--- src/rtl/mem_data_arbiter.sv ---
// Two-port arbiter for the shared memory data port: CPU port A and DMA/debug port B,
// with round-robin fairness, a bounded B burst lock, misalignment rejection and read-return routing.
module mem_data_arbiter #(
   parameter int unsigned LOCK_MAX = 8
) (
   input  logic        mem_clk_i,
   input  logic        mem_rst_n_i,
   // CPU data port
   input  logic        a_req_i,
   input  logic        a_we_i,
   input  logic [31:0] a_addr_i,
   input  logic [31:0] a_din_i,
   input  logic [1:0]  a_size_i,
   input  logic        a_sign_i,
   output logic        a_gnt_o,
   output logic        a_rvalid_o,
   output logic        a_err_o,
   output logic [31:0] a_rdata_o,
   // DMA/debug port
   input  logic        b_req_i,
   input  logic        b_we_i,
   input  logic        b_lock_i,
   input  logic [31:0] b_addr_i,
   input  logic [31:0] b_din_i,
   input  logic [1:0]  b_size_i,
   input  logic        b_sign_i,
   output logic        b_gnt_o,
   output logic        b_rvalid_o,
   output logic        b_err_o,
   output logic [31:0] b_rdata_o,
   // shared memory data port
   output logic [31:0] mem_addr2_o,
   output logic [31:0] mem_din2_o,
   output logic [1:0]  mem_size_o,
   output logic        mem_sign_o,
   output logic        mem_read2_o,
   output logic        mem_write2_o,
   input  logic [31:0] mem_dout2_i
);

   localparam int unsigned CNT_W = ($clog2(LOCK_MAX + 1) < 1) ? 1 : $clog2(LOCK_MAX + 1);
   localparam logic [CNT_W-1:0] LOCK_LIM = CNT_W'(LOCK_MAX);

   typedef enum logic {
      PORT_A = 1'b0,
      PORT_B = 1'b1
   } port_e;

   port_e            last_winner_q, last_winner_d;
   port_e            rsp_owner_q, rsp_owner_d;
   logic [CNT_W-1:0] lock_cnt_q, lock_cnt_d;
   logic             rsp_valid_q, rsp_valid_d;

   logic             gnt_a_s, gnt_b_s, any_gnt_s, lock_hold_s, xfer_ok_s, sel_mis_s;
   port_e            winner_s;
   logic             sel_we_s, sel_sign_s;
   logic [31:0]      sel_addr_s, sel_din_s;
   logic [1:0]       sel_size_s;

   function automatic logic is_misaligned(input logic [1:0] size, input logic [1:0] addr_lo);
      logic mis;
      case (size)
         2'd1:    mis = addr_lo[0];
         2'd2:    mis = (addr_lo != 2'b00);
         default: mis = 1'b0;
      endcase
      return mis;
   endfunction

   // Arbitration: B keeps the port while it holds the lock and the burst budget remains
   always_comb begin
      gnt_a_s     = 1'b0;
      gnt_b_s     = 1'b0;
      lock_hold_s = b_lock_i && (last_winner_q == PORT_B) && (lock_cnt_q < LOCK_LIM);
      if (!mem_rst_n_i) begin
         gnt_a_s = 1'b0;
         gnt_b_s = 1'b0;
      end else if (a_req_i && b_req_i) begin
         if (lock_hold_s || (last_winner_q == PORT_A)) begin
            gnt_b_s = 1'b1;
         end else begin
            gnt_a_s = 1'b1;
         end
      end else if (a_req_i) begin
         gnt_a_s = 1'b1;
      end else if (b_req_i) begin
         gnt_b_s = 1'b1;
      end else begin
         gnt_a_s = 1'b0;
         gnt_b_s = 1'b0;
      end
   end

   assign any_gnt_s  = gnt_a_s || gnt_b_s;
   assign winner_s   = gnt_b_s ? PORT_B : PORT_A;
   assign sel_we_s   = gnt_b_s ? b_we_i   : a_we_i;
   assign sel_addr_s = gnt_b_s ? b_addr_i : a_addr_i;
   assign sel_din_s  = gnt_b_s ? b_din_i  : a_din_i;
   assign sel_size_s = gnt_b_s ? b_size_i : a_size_i;
   assign sel_sign_s = gnt_b_s ? b_sign_i : a_sign_i;
   assign sel_mis_s  = is_misaligned(sel_size_s, sel_addr_s[1:0]);
   assign xfer_ok_s  = any_gnt_s && !sel_mis_s;

   // Memory port drive; misaligned grants complete with an error and never touch memory
   always_comb begin
      mem_addr2_o  = 32'd0;
      mem_din2_o   = 32'd0;
      mem_size_o   = 2'd2;
      mem_sign_o   = 1'b0;
      mem_read2_o  = 1'b0;
      mem_write2_o = 1'b0;
      if (xfer_ok_s) begin
         mem_addr2_o  = sel_addr_s;
         mem_din2_o   = sel_din_s;
         mem_size_o   = sel_size_s;
         mem_sign_o   = sel_sign_s;
         mem_read2_o  = !sel_we_s;
         mem_write2_o = sel_we_s;
      end else begin
         mem_read2_o  = 1'b0;
         mem_write2_o = 1'b0;
      end
   end

   // Next-state for fairness, lock budget and the one-deep read return tracker
   always_comb begin
      last_winner_d = any_gnt_s ? winner_s : last_winner_q;
      lock_cnt_d    = lock_cnt_q;
      if (!b_lock_i || gnt_a_s) begin
         lock_cnt_d = '0;
      end else if (gnt_b_s && (lock_cnt_q < LOCK_LIM)) begin
         lock_cnt_d = lock_cnt_q + CNT_W'(1);
      end else begin
         lock_cnt_d = lock_cnt_q;
      end
      rsp_valid_d = xfer_ok_s && !sel_we_s;
      rsp_owner_d = rsp_valid_d ? winner_s : rsp_owner_q;
   end

   // State registers with synchronous active-low reset
   always_ff @(posedge mem_clk_i) begin
      if (!mem_rst_n_i) begin
         last_winner_q <= PORT_B;
         lock_cnt_q    <= '0;
         rsp_valid_q   <= 1'b0;
         rsp_owner_q   <= PORT_A;
      end else begin
         last_winner_q <= last_winner_d;
         lock_cnt_q    <= lock_cnt_d;
         rsp_valid_q   <= rsp_valid_d;
         rsp_owner_q   <= rsp_owner_d;
      end
   end

   // Reset gating here also drops a read return that reset lands on
   assign a_gnt_o    = gnt_a_s;
   assign b_gnt_o    = gnt_b_s;
   assign a_err_o    = gnt_a_s && sel_mis_s;
   assign b_err_o    = gnt_b_s && sel_mis_s;
   assign a_rvalid_o = mem_rst_n_i && rsp_valid_q && (rsp_owner_q == PORT_A);
   assign b_rvalid_o = mem_rst_n_i && rsp_valid_q && (rsp_owner_q == PORT_B);
   assign a_rdata_o  = a_rvalid_o ? mem_dout2_i : 32'd0;
   assign b_rdata_o  = b_rvalid_o ? mem_dout2_i : 32'd0;

endmodule

--- config.mk ---
export PLATFORM = sky130hd
export DESIGN_NAME = mem_data_arbiter
export DESIGN_NICKNAME = d
export VERILOG_FILES = /design/src/rtl/mem_data_arbiter.sv
export SDC_FILE = /design/constraint.sdc
export NUM_CORES = 1
export LEC_CHECK = 0
export BUFFER_PORTS_ARGS = -buffer_cell sky130_fd_sc_hd__buf_2
export CORE_AREA = 5 5 119 121
export CTS_BUF_LIST = sky130_fd_sc_hd__clkbuf_2
export DETAILED_ROUTE_END_ITERATION = 8
export DIE_AREA = 0 0 124 126
export GPL_TIMING_DRIVEN = 0
export HOLD_SLACK_MARGIN = 0.1
export PLACE_DENSITY_LB_ADDON = 0.1
export RECOVER_POWER = 100
export SETUP_SLACK_MARGIN = 0.15
export SYNTH_ARGS = -nofsm -noshare
export SYNTH_HDL_FRONTEND = slang
export SYNTH_SLANG_ARGS = --single-unit
--- constraint.sdc ---
create_clock -name mem_clk_i -period 3.85 [get_ports mem_clk_i]
set_input_delay 0.385 -clock mem_clk_i [delete_from_list [all_inputs] [get_ports mem_clk_i]]
set_output_delay 0.385 -clock mem_clk_i [all_outputs]
set_load 0.005 [all_outputs]
==> impl_summary.md, run 1 <==
Status
The run finished with clean final reports.

Drt
The wire length reported by the detailed router is between 10000 and 15000 um. The detail route stage leaves a number of antenna-violating nets equal to 0. The amount of wire on met2 after detailed routing is 6500 um. The length of the first detailed-routing pass in iterations is 4. The detailed router placed 3480 vias in this run. After detailed routing, the wire length on met1 is roughly 4500 um. The average routed wire per standard cell is approximately 15 um. Dividing the detail-routed via count by the number of cells gives between 4 and 5. After the first detailed-routing iteration, the DRC count stood at 74.

In the detailed route, the total length drawn on met3 is 1410 um. After detailed routing, no signal wire sits above met5. The number of remaining DRC errors is 0.

Floorplan
The core footprint is ~13000 um2. Pin placement for this block handled 312 I/O pins. Measured along the y axis, the die boundary spans roughly 130 um. The initial standard-cell utilization of the core is ~15%. Measured along the x axis, the die boundary spans approximately 120 um.

The row count is between 40 and 50. The die footprint is ~16000 um2.

Timing
At the pin with the least slew margin, the transition time is between 400 and 500 ps. The worst-case clock skew is between 0.7 and 0.8 ps. The final number of hold-violating endpoints is 0. Derived from the worst setup path, the maximum achievable clock frequency is 287 MHz. The max-slew violation count is 0.

Setup repair after global routing could not meet its margin everywhere. The smallest clock period supported by the final layout is computed as roughly 3500 ps. Setup violations remaining at the end of the flow were counted as 0.

The post-route clock period utilization is between 90% and 100%. Headroom to the max-slew limit came out at 67.9%.

Power and ir drop
The register share of total power is 15.8%. The combinational share of power is 72.9%. IR analysis of the VDD net gives a maximum drop of approximately 38 uV.

Cell internal power was estimated by the tool at between 200 and 300 uW. The analysis attributes to cell leakage a power of 0.00194 uW. The part of the total power dissipated in the clock network is 11.3%. The switching power total is 219 uW. The overall power of the completed layout is between 400 and 500 uW. Power spread over the standard cell area amounts to 129 nW/um2. Net switching is a little under half of the power.

Placement
Summing all placed instances gives a cell area of about 3800 um2. The detailed placer's ending HPWL is approximately 11000 um. In this run the tool buffered the top-level ports with just over 300 buffer cells. The congestion estimate from routability-driven global placement came to 0.770.

Worst setup path
STA puts the critical path data arrival time at 3100 ps. The critical path is of the reg -> out type. Along the worst path, the maximum fanout reaches 10.

The kind of start point of the critical path is a register. Among the stages of the critical path, the cell type that occurs most often is sky130_fd_sc_hd__buf_6. The delay of the slowest critical-path stage is 390 ps. The signal on the critical path passes through nor2b_4 -> o21ai_4 -> inv_4 -> buf_6 -> mux2i_4 -> ha_1 -> nand2_1 -> or3_1 -> o2111ai_1 -> a21bo_1 -> buf_4 -> buf_6 -> a21oi_2 -> clkbuf_1. STA classifies the critical path endpoint as a primary output.

The required time of the critical path is 3460 ps. Among cell families on the critical path, the largest total delay comes from buffers and inverters. The number of buffers and inverters on the critical path is 5. For this design, the slowest cell found on the critical path is sky130_fd_sc_hd__dfxtp_1.

Clock network
The root buffer selected by CTS is sky130_fd_sc_hd__clkbuf_2. The clock transition at the registers of the reported paths is 80 ps. TritonCTS built the clock tree.

The clock latency on the worst-skew pair is approximately 230 ps. The total CTS buffers is 3. The maximum level of the CTS H-tree is 1.

CTS saw 7 sinks. In this run the deepest clock path goes through 2 buffers. Buffers inserted to repair hold after CTS numbered 0.

Synthesis
Summed over all instances, the cell type with the most area after synthesis is sky130_fd_sc_hd__nand2_1. In the post-synthesis netlist, the biggest area contributors are sky130_fd_sc_hd__nand2_1 (27%), sky130_fd_sc_hd__and2_1 (21%), sky130_fd_sc_hd__a21oi_2 (13%). In the synthesized netlist the dominant register cell turns out to be sky130_fd_sc_hd__dfxtp_1. After synthesis, the mean cell area works out to about 5.6 um2. The cell area after synthesis is ~2000 um2.

Synthesis inferred 7 register bits. During synthesis, Yosys emitted a total of 0 warnings. The commonest cells after synthesis are sky130_fd_sc_hd__nand2_1 (140), sky130_fd_sc_hd__and2_1 (66), sky130_fd_sc_hd__a21oi_1 (39). The number of enable-type register cells in the synthesized netlist is 0. Sequential elements use under 10% of the synthesized area. The async set-or-reset flop fraction in the synthesized netlist is 0%. The number of nets handed over by synthesis was approximately 530. The number of library cell types mapped by synthesis is 31. The gate count of the mapped netlist is about 360.

After synthesis, the largest area contributor takes up between 20% and 30% of total cell area. sky130_fd_sc_hd__nand2_1 is the most common cell in the netlist.

Global routing
The initial antenna violation count was 2. The global-route congestion overflow total is 0. The via count of the first global-routing pass came to between 3000 and 4000. The total routing usage reported by global routing is approximately 14%. The first global-routing pass estimated approximately 18000 um of wire. Entering global routing, the biggest net connects 11 pins.

Flow run
The max-cap violation count is 0.

Cells and area
Of the cells placed in the final design, the portion with a size suffix greater than 1 is roughly 41%. Cells fill 28.9% of the core in the end. The repair_antennas step left the layout with diodes totalling 0. Summing all non-filler instances in the final layout gives an area of 3740 um2.

The post-layout net count is 850. The layout overhead on the synthesized area is 89.6%.

Worst hold path
The class of the tightest hold or removal check is in -> reg.
==> repair_timing <==
action | 4_1_cts | 5_1_grt
setup buffers | 2 | 1
pin swaps | 1 | 2
resized for setup | 9 | 6
setup endpoints to repair | 71 | 55
==> sequential cells by signal, summed over array words and instances (netlist names) <==
name and flops:
last_winner_q 1, rsp_owner_q 1, lock_cnt_q 4, rsp_valid_q 1
==> cell families (layout without fill, tap and decap cells) <==
family	after synthesis	after routing	share of synthesized area, %
simple gates	223	223	51.9
buf+inv	35	353	8.17
mux	2	2	1.01
flops	7	7	7.09
xor+xnor	2	2	0.887
fa+ha+maj	3	3	1.90
compound gates	83	83	29.1
==> per-layer routing <==
metal,vias up,GRT usage [%]
met5,-,0
met4,2,1.74
met3,4,3.59
met2,188,28.5
met1,1505,15.5
li1,1781,-
==> through the flow <==
step / setup TNS (ps) / hold WS (ps) / std cells / setup WS, ps
floorplan: 0 / 438 / 355 / 761
global placement: -9000 / 455 / 842 / -230
detailed placement: -9740 / 458 / 842 / -244
CTS: 0 / 387 / 848 / 194
global route: 0 / 395 / 849 / 75.3
finish: 0 / 403 / 849 / 364
==> power groups by stage <==
| stage | combinational (uW) | sequential (uW) | clock [uW] |
|---|---|---|---|
| final | 353 | 76.4 | 54.9 |
| after global routing | 398 | 76.8 | 65.2 |
| after CTS | 366 | 76.4 | 57.9 |
| after detailed placement | 359 | 78.1 | 0 |
| after global placement | 356 | 78.0 | 0 |
| after floorplan | 163 | 77.7 | 0 |
==> layout make-up <==
cell class                 instances  area (um2)
sequential                         7         140
tap                              176         220
inverter                           7        28.8
buffer                            28         151
fill                            1549        9240
multi-input combinational        313        1700
timing repair buffer             314        1490
clock buffer                       4        20.0
==> final timing paths <==
path	slack, ps	start	cells past startpoint	endpoint
hold reg to reg	470	rsp_owner_q	2	rsp_owner_q
setup / recovery	360	lock_cnt_q[3]	14	mem_din2_o[25]
setup reg to reg	1330	lock_cnt_q[3]	11	rsp_owner_q
hold / removal	400	a_req_i	2	last_winner_q
==> layout by cell type (no fill, tap or decap), types with 2 or more instances in the layout <==
cell type / count
sky130_fd_sc_hd__and2_0: 27
sky130_fd_sc_hd__o21ai_0: 3
sky130_fd_sc_hd__clkbuf_2: 12
sky130_fd_sc_hd__and2_1: 39
sky130_fd_sc_hd__clkbuf_1: 101
sky130_fd_sc_hd__buf_6: 5
sky130_fd_sc_hd__o2111ai_1: 2
sky130_fd_sc_hd__nand2_1: 140
sky130_fd_sc_hd__o211ai_1: 3
sky130_fd_sc_hd__a21oi_1: 39
sky130_fd_sc_hd__nand3_1: 2
sky130_fd_sc_hd__a21oi_2: 30
sky130_fd_sc_hd__buf_2: 223
sky130_fd_sc_hd__inv_1: 6
sky130_fd_sc_hd__buf_4: 3
sky130_fd_sc_hd__dfxtp_1: 7
sky130_fd_sc_hd__ha_1: 3
sky130_fd_sc_hd__and3_1: 2
sky130_fd_sc_hd__nor2_1: 8
No activity file was read; power rests on OpenSTA's default activity.
==> run 2, diff against run 1 <==
- clock period: 3.85 -> 3.5 ns (I/O delays scaled with it)
==> impl_summary.md, run 2 (synthesis gave the netlist of run 1 again) <==
Floorplan
The x dimension of the die is 124 um (unchanged). The initial standard-cell utilization of the core is 15.2% (unchanged). The number of placed I/O pins came to 312 (unchanged).

The row count is 42 (unchanged). The core footprint was 13000 um2 (unchanged). The height of the die is 126 um (unchanged). The die footprint was 15600 um2 (unchanged).

Worst setup path
Traced cell by cell, the critical path runs through nand2_4 -> o21ai_4 -> clkbuf_16 -> mux2i_4 -> inv_1 -> ha_2 -> nand2_1 -> or3_1 -> o2111ai_1 -> a21bo_2 -> buf_4 -> buf_6 -> a21oi_1 -> clkbuf_1. The buffer and inverter count on the worst path is 5 (unchanged). On the critical path the largest part of the delay comes from compound AO/OA/AOI/OAI gates.

The highest net fanout along the worst path came to 10 (unchanged). The delay of the slowest critical-path stage is 400 ps (about the same). STA classifies the critical path startpoint as a register. The arrival time reported for the critical path endpoint came to 2840 ps (-260 ps). The slowest library cell on the worst path is sky130_fd_sc_hd__dfxtp_1. The required time of the critical path is 3150 ps (-310 ps). STA classifies the critical path endpoint as a primary output. The worst setup path category is reg -> out.

Cells and area
Ranked by flip-flop count, first place goes to lock_cnt_q. The fraction of layout instances using a drive strength above 1 was 44.3% (+2.9 points). The finished layout cell area is 3880 um2 (+3.5%). The post-layout net count is 854 (+0.47%). Leaving out fill and tap cells, the most frequent cells in the layout are sky130_fd_sc_hd__buf_2 (227), sky130_fd_sc_hd__nand2_1 (139), sky130_fd_sc_hd__clkbuf_1 (96). The most common cell after layout, fill and taps aside is sky130_fd_sc_hd__buf_2. The non-filler instance count after layout is 854 (+0.59%).

The filler cell count is 1545 (-0.26%). The layout overhead on the synthesized area is 96.3%. The flip-flop count of the largest register after layout is 4 (unchanged). The core occupancy in the finished layout is 29.9% (+1.0 points).

Timing
Timing would allow up to approximately 310 MHz. The worst-case clock skew is 2.89 ps (+2.11 ps). The slew at the pin with the worst max-slew slack is 486 ps (+4.37 ps). The max-slew violation count is 0 (unchanged). Setup repair after global routing left no endpoint under its margin. The time the worst path needs with I/O delays and setup is 3190 ps. The minimum hold slack came to 398 ps (-4.93 ps). The number of setup violations in the final report is 0 (unchanged). The headroom to the max-slew limit is 67.6% (-0.29 points). The final number of hold-violating endpoints is 0 (unchanged).

In the finished design, the share of the clock period the worst path needs comes to ~91%.

Power and ir drop
The worst vdd rail ir drop came to 42.8 uV (+12%). The total power divided by cell area is 143 nW/um2 (+10%). The overall power of the completed layout is 553 uW (+14%).

The cell leakage power came to 0.00200 uW (+3.1%).

Drt
The violation count after the first detailed-routing iteration was 77 (+4.1%). The number of remaining DRC errors is 0 (unchanged). The average routed wire per standard cell is 14.7 um (+0.13%). The per-cell via count in the routed design is 4.11 (+0.19%). The length of the first detailed-routing pass in iterations is 4 (unchanged). The total via count in the routed design is 3507 (+0.78%). The wire length reported by the detailed router is 12500 um (+0.72%).

The number of antenna-violating nets in the routed design was 0 (unchanged).

Global routing
The total routing usage reported by global routing is 14.5% (about the same). The maximum number of pins on one net before global-route repair came to 11 (unchanged). The initial antenna violation count is 2 (unchanged).

The via count of the first global-routing pass is 3493 (+0.60%). The global-route congestion overflow total was 0 (unchanged). The global-route wire length before repair is 18000 um (+0.16%).

Placement
The number of port buffers is 311 (unchanged). The detailed placer's ending HPWL came to 11000 um (unchanged). The final weighted congestion in routability-driven placement was 0.770 (unchanged). The placement-stage cell area is 3750 um2 (unchanged). The number of instances in the placed design is 842 (unchanged).

Clock network
The clock transition at the registers of the reported paths was 70 ps (about the same). CTS placed an instance of sky130_fd_sc_hd__clkbuf_2 at the clock tree root. TritonCTS built the clock tree. The maximum level of the CTS H-tree is 1 (unchanged).

The total CTS buffers was 3 (unchanged). The number of buffers on the longest clock path was 2 (unchanged). The clock latency on the worst-skew pair is 230 ps (about the same). The count of hold-fix buffers inserted at cts is 0 (unchanged). The sink count of the clock tree came to 7 (unchanged).

Status
The flow ran to the end, and the final reports show no timing, DRC or antenna violations.

Flow run
The max-cap violation count came to 0 (unchanged).

Worst hold path
The worst hold path belongs to the class in -> reg.
-- run 2: changes by cell type in the layout (fill, tap and decap cells not counted), sizes merged --
cell    delta
buf        +8
clkbuf     -4
diode      +1
-- run 2: layout make-up --
cell class	instances	area, um2	share of cell area [%]
well taps	176	220	5.68
repair buffers	318	1510	38.9
flip-flops and latches	7	144	3.71
plain buffers	28	205	5.29
multi-input cells	313	1750	45.0
diodes	1	2.50	0.0645
inverters	7	28.8	0.742
clock buffers	4	20.0	0.516
-- run 2: through the flow --
stage | worst slack (ps) | setup TNS (ps)
2_1_floorplan | 481 | 0
3_3_place_gp | -510 | -28000
3_5_place_dp | -524 | -28860
6_report | 309 | 0
4_1_cts | 187 | 0
5_1_grt | 87.0 | 0
-- run 2: power breakdown --
group          internal (uW)  total [uW]  switching [uW]
Sequential              81.5        83.7            2.16
Clock                   30.4        60.3            29.9
Combinational            193         409             216
-- run 2: repair_timing --
item / in CTS / in global routing
buffers inserted: 5 / 2
pin swaps: 2 / 2
endpoints found under the setup margin: 71 / 55
resized for setup: 24 / 20
-- run 2: worst paths after layout --
path / start / end / slack (ps) / depth (start not counted)
setup / recovery: last_winner_q / mem_din2_o[16] / 310 / 14
hold / removal: a_req_i / last_winner_q / 400 / 2
setup reg to reg: lock_cnt_q[3] / rsp_owner_q / 1180 / 11
hold reg to reg: rsp_owner_q / rsp_owner_q / 470 / 2
-- run 2: worst reg2reg max path: stages (launching register included) --
cell,delay [ps]
sky130_fd_sc_hd__dfxtp_4,360
sky130_fd_sc_hd__nor2b_4,170
sky130_fd_sc_hd__o21ai_4,110
sky130_fd_sc_hd__inv_4,70
sky130_fd_sc_hd__buf_8,140
sky130_fd_sc_hd__mux2i_4,260
sky130_fd_sc_hd__ha_2,210
sky130_fd_sc_hd__nand2_1,60
sky130_fd_sc_hd__or3_1,300
sky130_fd_sc_hd__o2111ai_1,170
sky130_fd_sc_hd__nand2_1,190
sky130_fd_sc_hd__o2bb2ai_1,160
-- run 2: routing by layer --
metal	track usage, %	vias up	share of wire [%]
li1	-	1792	-
met1	15.5	1522	36
met2	28.6	187	52
met3	3.59	4	12
met4	1.74	2	0.28
met5	0	-	0.056
==> run 3, diff against run 2 <==
- ABC_AREA: default -> 1
- CORE_AREA: 5 5 119 121 -> 5 5 118 120
- DIE_AREA: 0 0 124 126 -> 0 0 123 125
- clock period: 3.5 -> 3.7 ns (I/O delays scaled with it)
==> impl_summary.md, run 3 <==
Timing
The time the worst path needs with I/O delays and setup is between 3000 and 4000 ps. Setup repair after global routing left no endpoint under its margin. The slew at the pin with the worst max-slew slack is 462 ps (-23.8 ps). The final number of hold-violating endpoints is 0 (unchanged). The max-slew violation count is 0 (unchanged). The worst-case clock skew was 1.77 ps (-1.12 ps).

The minimum hold slack is 384 ps (-14.0 ps). The total negative slack was 0 ps (unchanged). Static timing analysis puts the maximum clock frequency at around 300 MHz.

The post-route clock period utilization is between 80% and 90%. The headroom to the max-slew limit is 69.2% (+1.6 points). The number of setup violations in the final report is 0 (unchanged).

Synthesis
Sorting the synthesized cells by how often they occur yields sky130_fd_sc_hd__nand2_1 (141), sky130_fd_sc_hd__nor2_1 (72), sky130_fd_sc_hd__inv_1 (52). Summed over all instances, the cell type with the most area after synthesis is sky130_fd_sc_hd__nand2_1. The most common flop cell mapped by yosys is sky130_fd_sc_hd__dfxtp_1. The gate count of the mapped netlist is 399 (+12%). Yosys attributes the largest share of cell area to sky130_fd_sc_hd__nand2_1 (27%), sky130_fd_sc_hd__nor2_1 (14%), sky130_fd_sc_hd__a21oi_2 (14%).

The xor/xnor cell area share of the yosys netlist is 0.450% (-0.44 points). The flip-flop and latch count after synthesis is 7 (unchanged). The cell area after synthesis was 1940 um2 (-1.6%). The sequential fraction of the synthesis area was 7.21% (+0.11 points). The multiplexer share of the synthesized area is 0% (-1.0 points). The async set-or-reset flop fraction in the synthesized netlist came to 0% (unchanged).

The number of enable-type register cells in the synthesized netlist is 0 (unchanged). The warning count from the yosys run was 0 (unchanged). The largest family of logic cells by synthesized area is simple AND/OR/NAND/NOR gates.

The number of library cell types mapped by synthesis is 23 (-26%). The most used standard cell by instance count after synthesis is sky130_fd_sc_hd__nand2_1. The area fraction in compound gates after synthesis is 24.5% (-4.6 points). The area share of the largest cell type after synthesis was 27.2% (+0.62 points). The arithmetic-cell share of the synthesized area counting full adders, half adders and majority gates was 1.93% (+0.031 points). The net count of the mapped netlist is 575 (+8.3%). The simple-gate share of the synthesized area is 48.3% (-3.5 points). The average instance area after synthesis is 4.87 um2 (-12%).

Worst setup path
The worst register-to-register path ends at rsp_owner_q. The required time of the critical path is 3330 ps (+180 ps). STA classifies the critical path endpoint as a primary output. The highest net fanout along the worst path was 10 (unchanged).

By startpoint and endpoint, the worst setup path is classified as reg -> out. The worst-case reg-to-reg path depth is 16 (+5). The launch instance of the worst register-to-register path is last_winner_q. The worst-case register-to-register setup slack is 1320 ps (+140 ps).

The kind of start point of the critical path is a register. The arrival time reported for the critical path endpoint is 2920 ps (+80 ps).

Drt
The total via count in the routed design is 3538 (+0.88%). The wire length reported by the detailed router is 11500 um (-7.9%). The number of remaining DRC errors is 0 (unchanged). The violation count after the first detailed-routing iteration is 107 (+39%). The length of the first detailed-routing pass in iterations is 6 (+2).

The per-cell via count in the routed design is 3.97 (-3.3%). The average routed wire per standard cell is 13.0 um (-12%). The number of antenna-violating nets in the routed design came to 0 (unchanged).

Global routing
The maximum number of pins on one net before global-route repair is 11 (unchanged). The global-route congestion overflow total is 0 (unchanged). The via count of the first global-routing pass is 3368 (-3.6%). The total routing usage reported by global routing came to 13.3% (-1.2 points). The initial antenna violation count came to 1 (-1). The global-route wire length before repair came to 16600 um (-7.6%).

Floorplan
The row count is 42 (unchanged). The number of placed I/O pins is 312 (unchanged). The x dimension of the die is 123 um (-0.81%). The height of the die is 125 um (-0.79%). The core footprint came to 12900 um2 (-0.81%). The die footprint is 15400 um2 (-1.6%).

The initial standard-cell utilization of the core is 15.1% (-0.12 points).

Power and ir drop
The register share of total power was 15.3% (+0.2 points). The part of the total power dissipated in the clock network came to 10.6% (-0.3 points). The combinational share of power is 74.0% (about the same). The switching power total is 242 uW (-2.5%). The cell leakage power is 0.00202 uW (+0.97%). The switching share of total power is 46.9% (+2.1 points). The cell-internal power is 273 uW (-10%). The worst vdd rail ir drop came to 65.9 uV (+54%). The total power divided by cell area is 143 nW/um2 (+0.19%).

Cells and area
The flip-flop count of the largest register after layout was 4 (unchanged). From synthesis to final layout, the design area changed by 85.3%. The top cell types in the final layout, fill and taps aside, are sky130_fd_sc_hd__buf_2 (189), sky130_fd_sc_hd__nand2_1 (143), sky130_fd_sc_hd__clkbuf_1 (125). The register with the highest flop count is lock_cnt_q. The post-layout net count came to 891 (+4.3%).

The filler cell count was 1568 (+1.5%). The most common cell after layout, fill and taps aside is sky130_fd_sc_hd__buf_2. The fraction of layout instances using a drive strength above 1 is 35.9% (-8.5 points).

Clock network
The clock latency on the worst-skew pair is 220 ps (about the same). The count of hold-fix buffers inserted at cts was 0 (unchanged). The post-CTS setup-driven buffer insertion count is 0 (-5). The root buffer selected by CTS is sky130_fd_sc_hd__clkbuf_2. The total CTS buffers is 3 (unchanged). TritonCTS built the clock tree. The clock transition at the registers of the reported paths is 70 ps (about the same). The sink count of the clock tree was 7 (unchanged). The post-cts resize count is 0 (-100%). The number of buffers on the longest clock path is 2 (unchanged).

The maximum level of the CTS H-tree came to 1 (unchanged).

Flow run
The max-cap violation count is 0 (unchanged).

Placement
The detailed placer's ending HPWL came to 10200 um (-6.6%). The number of port buffers is 311 (unchanged). The final weighted congestion in routability-driven placement is 0.830 (+7.8%).

Worst hold path
In this run the worst hold path is classified as in -> reg. The worst hold path endpoint is last_winner_q. The origin of the worst min-delay path is mem_rst_n_i. The number of cells on the worst hold path is 2 (unchanged).

Status
The flow ran to the end, and the final reports show no timing, DRC or antenna violations.
[run 3: per-layer routing]
layer | vias up | share of wire (%) | GRT usage [%]
met5 | - | 0 | 0
met4 | 0 | 1.6 | 3.26
met3 | 16 | 7.2 | 2.30
met2 | 127 | 54 | 26.4
met1 | 1555 | 37 | 14.1
li1 | 1840 | - | -
[run 3: through the flow]
| stage | area, um2 | std cells | power, uW | utilization (%) | worst slack (ps) |
|---|---|---|---|---|---|
| after floorplan | 1940 | 399 | 275 | - | 1020 |
| after global placement | 3720 | 886 | 477 | 28.9 | 446 |
| after detailed placement | 3720 | 886 | 480 | 28.9 | 422 |
| after CTS | 3740 | 890 | 539 | 29.1 | 309 |
| after global routing | 3600 | 891 | 569 | 28.0 | 96.9 |
| final | 3600 | 891 | 515 | 28.0 | 408 |
[run 3: final cells by class]
cell class              count  area, um2  area share [%]
multi-input cells         312       1460            40.5
clock buffers               4       20.0           0.556
well taps                 176        220            6.11
repair buffers            311       1420            39.4
plain buffers              27        143            3.96
flip-flops and latches      7        140            3.89
diodes                      1       2.50          0.0694
inverters                  53        199            5.52
[run 3: worst max-delay path by stage]
| stage | end | cells after the start | startpoint | slack (ps) |
|---|---|---|---|---|
| floorplan | mem_addr2_o[10] | 17 | a_req_i | 1020 |
| global placement | mem_addr2_o[10] | 19 | b_req_i | 450 |
| detailed placement | mem_addr2_o[10] | 19 | b_req_i | 420 |
| CTS | mem_addr2_o[10] | 18 | last_winner_q | 310 |
| global route | mem_addr2_o[10] | 18 | lock_cnt_q[3] | 100 |
| finish | mem_addr2_o[10] | 18 | last_winner_q | 410 |
[run 3: kinds of logic after synthesis]
family,Yosys count
simple gates,236
buf+inv,80
compound gates,72
flops,7
fa+ha+maj,3
xor+xnor,1
[run 3: power groups by stage]
stage	Sequential (uW)	Clock, uW	Combinational (uW)
3_3_place_gp	80.7	0	396
4_1_cts	79.0	58.2	401
6_report	79.0	54.8	381
5_1_grt	79.3	60.5	430
3_5_place_dp	80.8	0	399
2_1_floorplan	80.5	0	194
[run 3: worst max-delay path, cell delays in order (launching register included)]
cell	delay, ps
sky130_fd_sc_hd__dfxtp_1	330
sky130_fd_sc_hd__nand2_1	60
sky130_fd_sc_hd__nor2_2	70
sky130_fd_sc_hd__nand2_1	120
sky130_fd_sc_hd__nand2_4	150
sky130_fd_sc_hd__inv_2	100
sky130_fd_sc_hd__or2_2	290
sky130_fd_sc_hd__o21ai_2	80
sky130_fd_sc_hd__inv_1	70
sky130_fd_sc_hd__ha_1	190
sky130_fd_sc_hd__or2_2	270
sky130_fd_sc_hd__nand3_1	80
sky130_fd_sc_hd__nand2_1	80
sky130_fd_sc_hd__nand2_4	100
sky130_fd_sc_hd__nand2_2	90
sky130_fd_sc_hd__buf_6	160
sky130_fd_sc_hd__buf_6	150
sky130_fd_sc_hd__a21oi_2	140
sky130_fd_sc_hd__buf_2	140
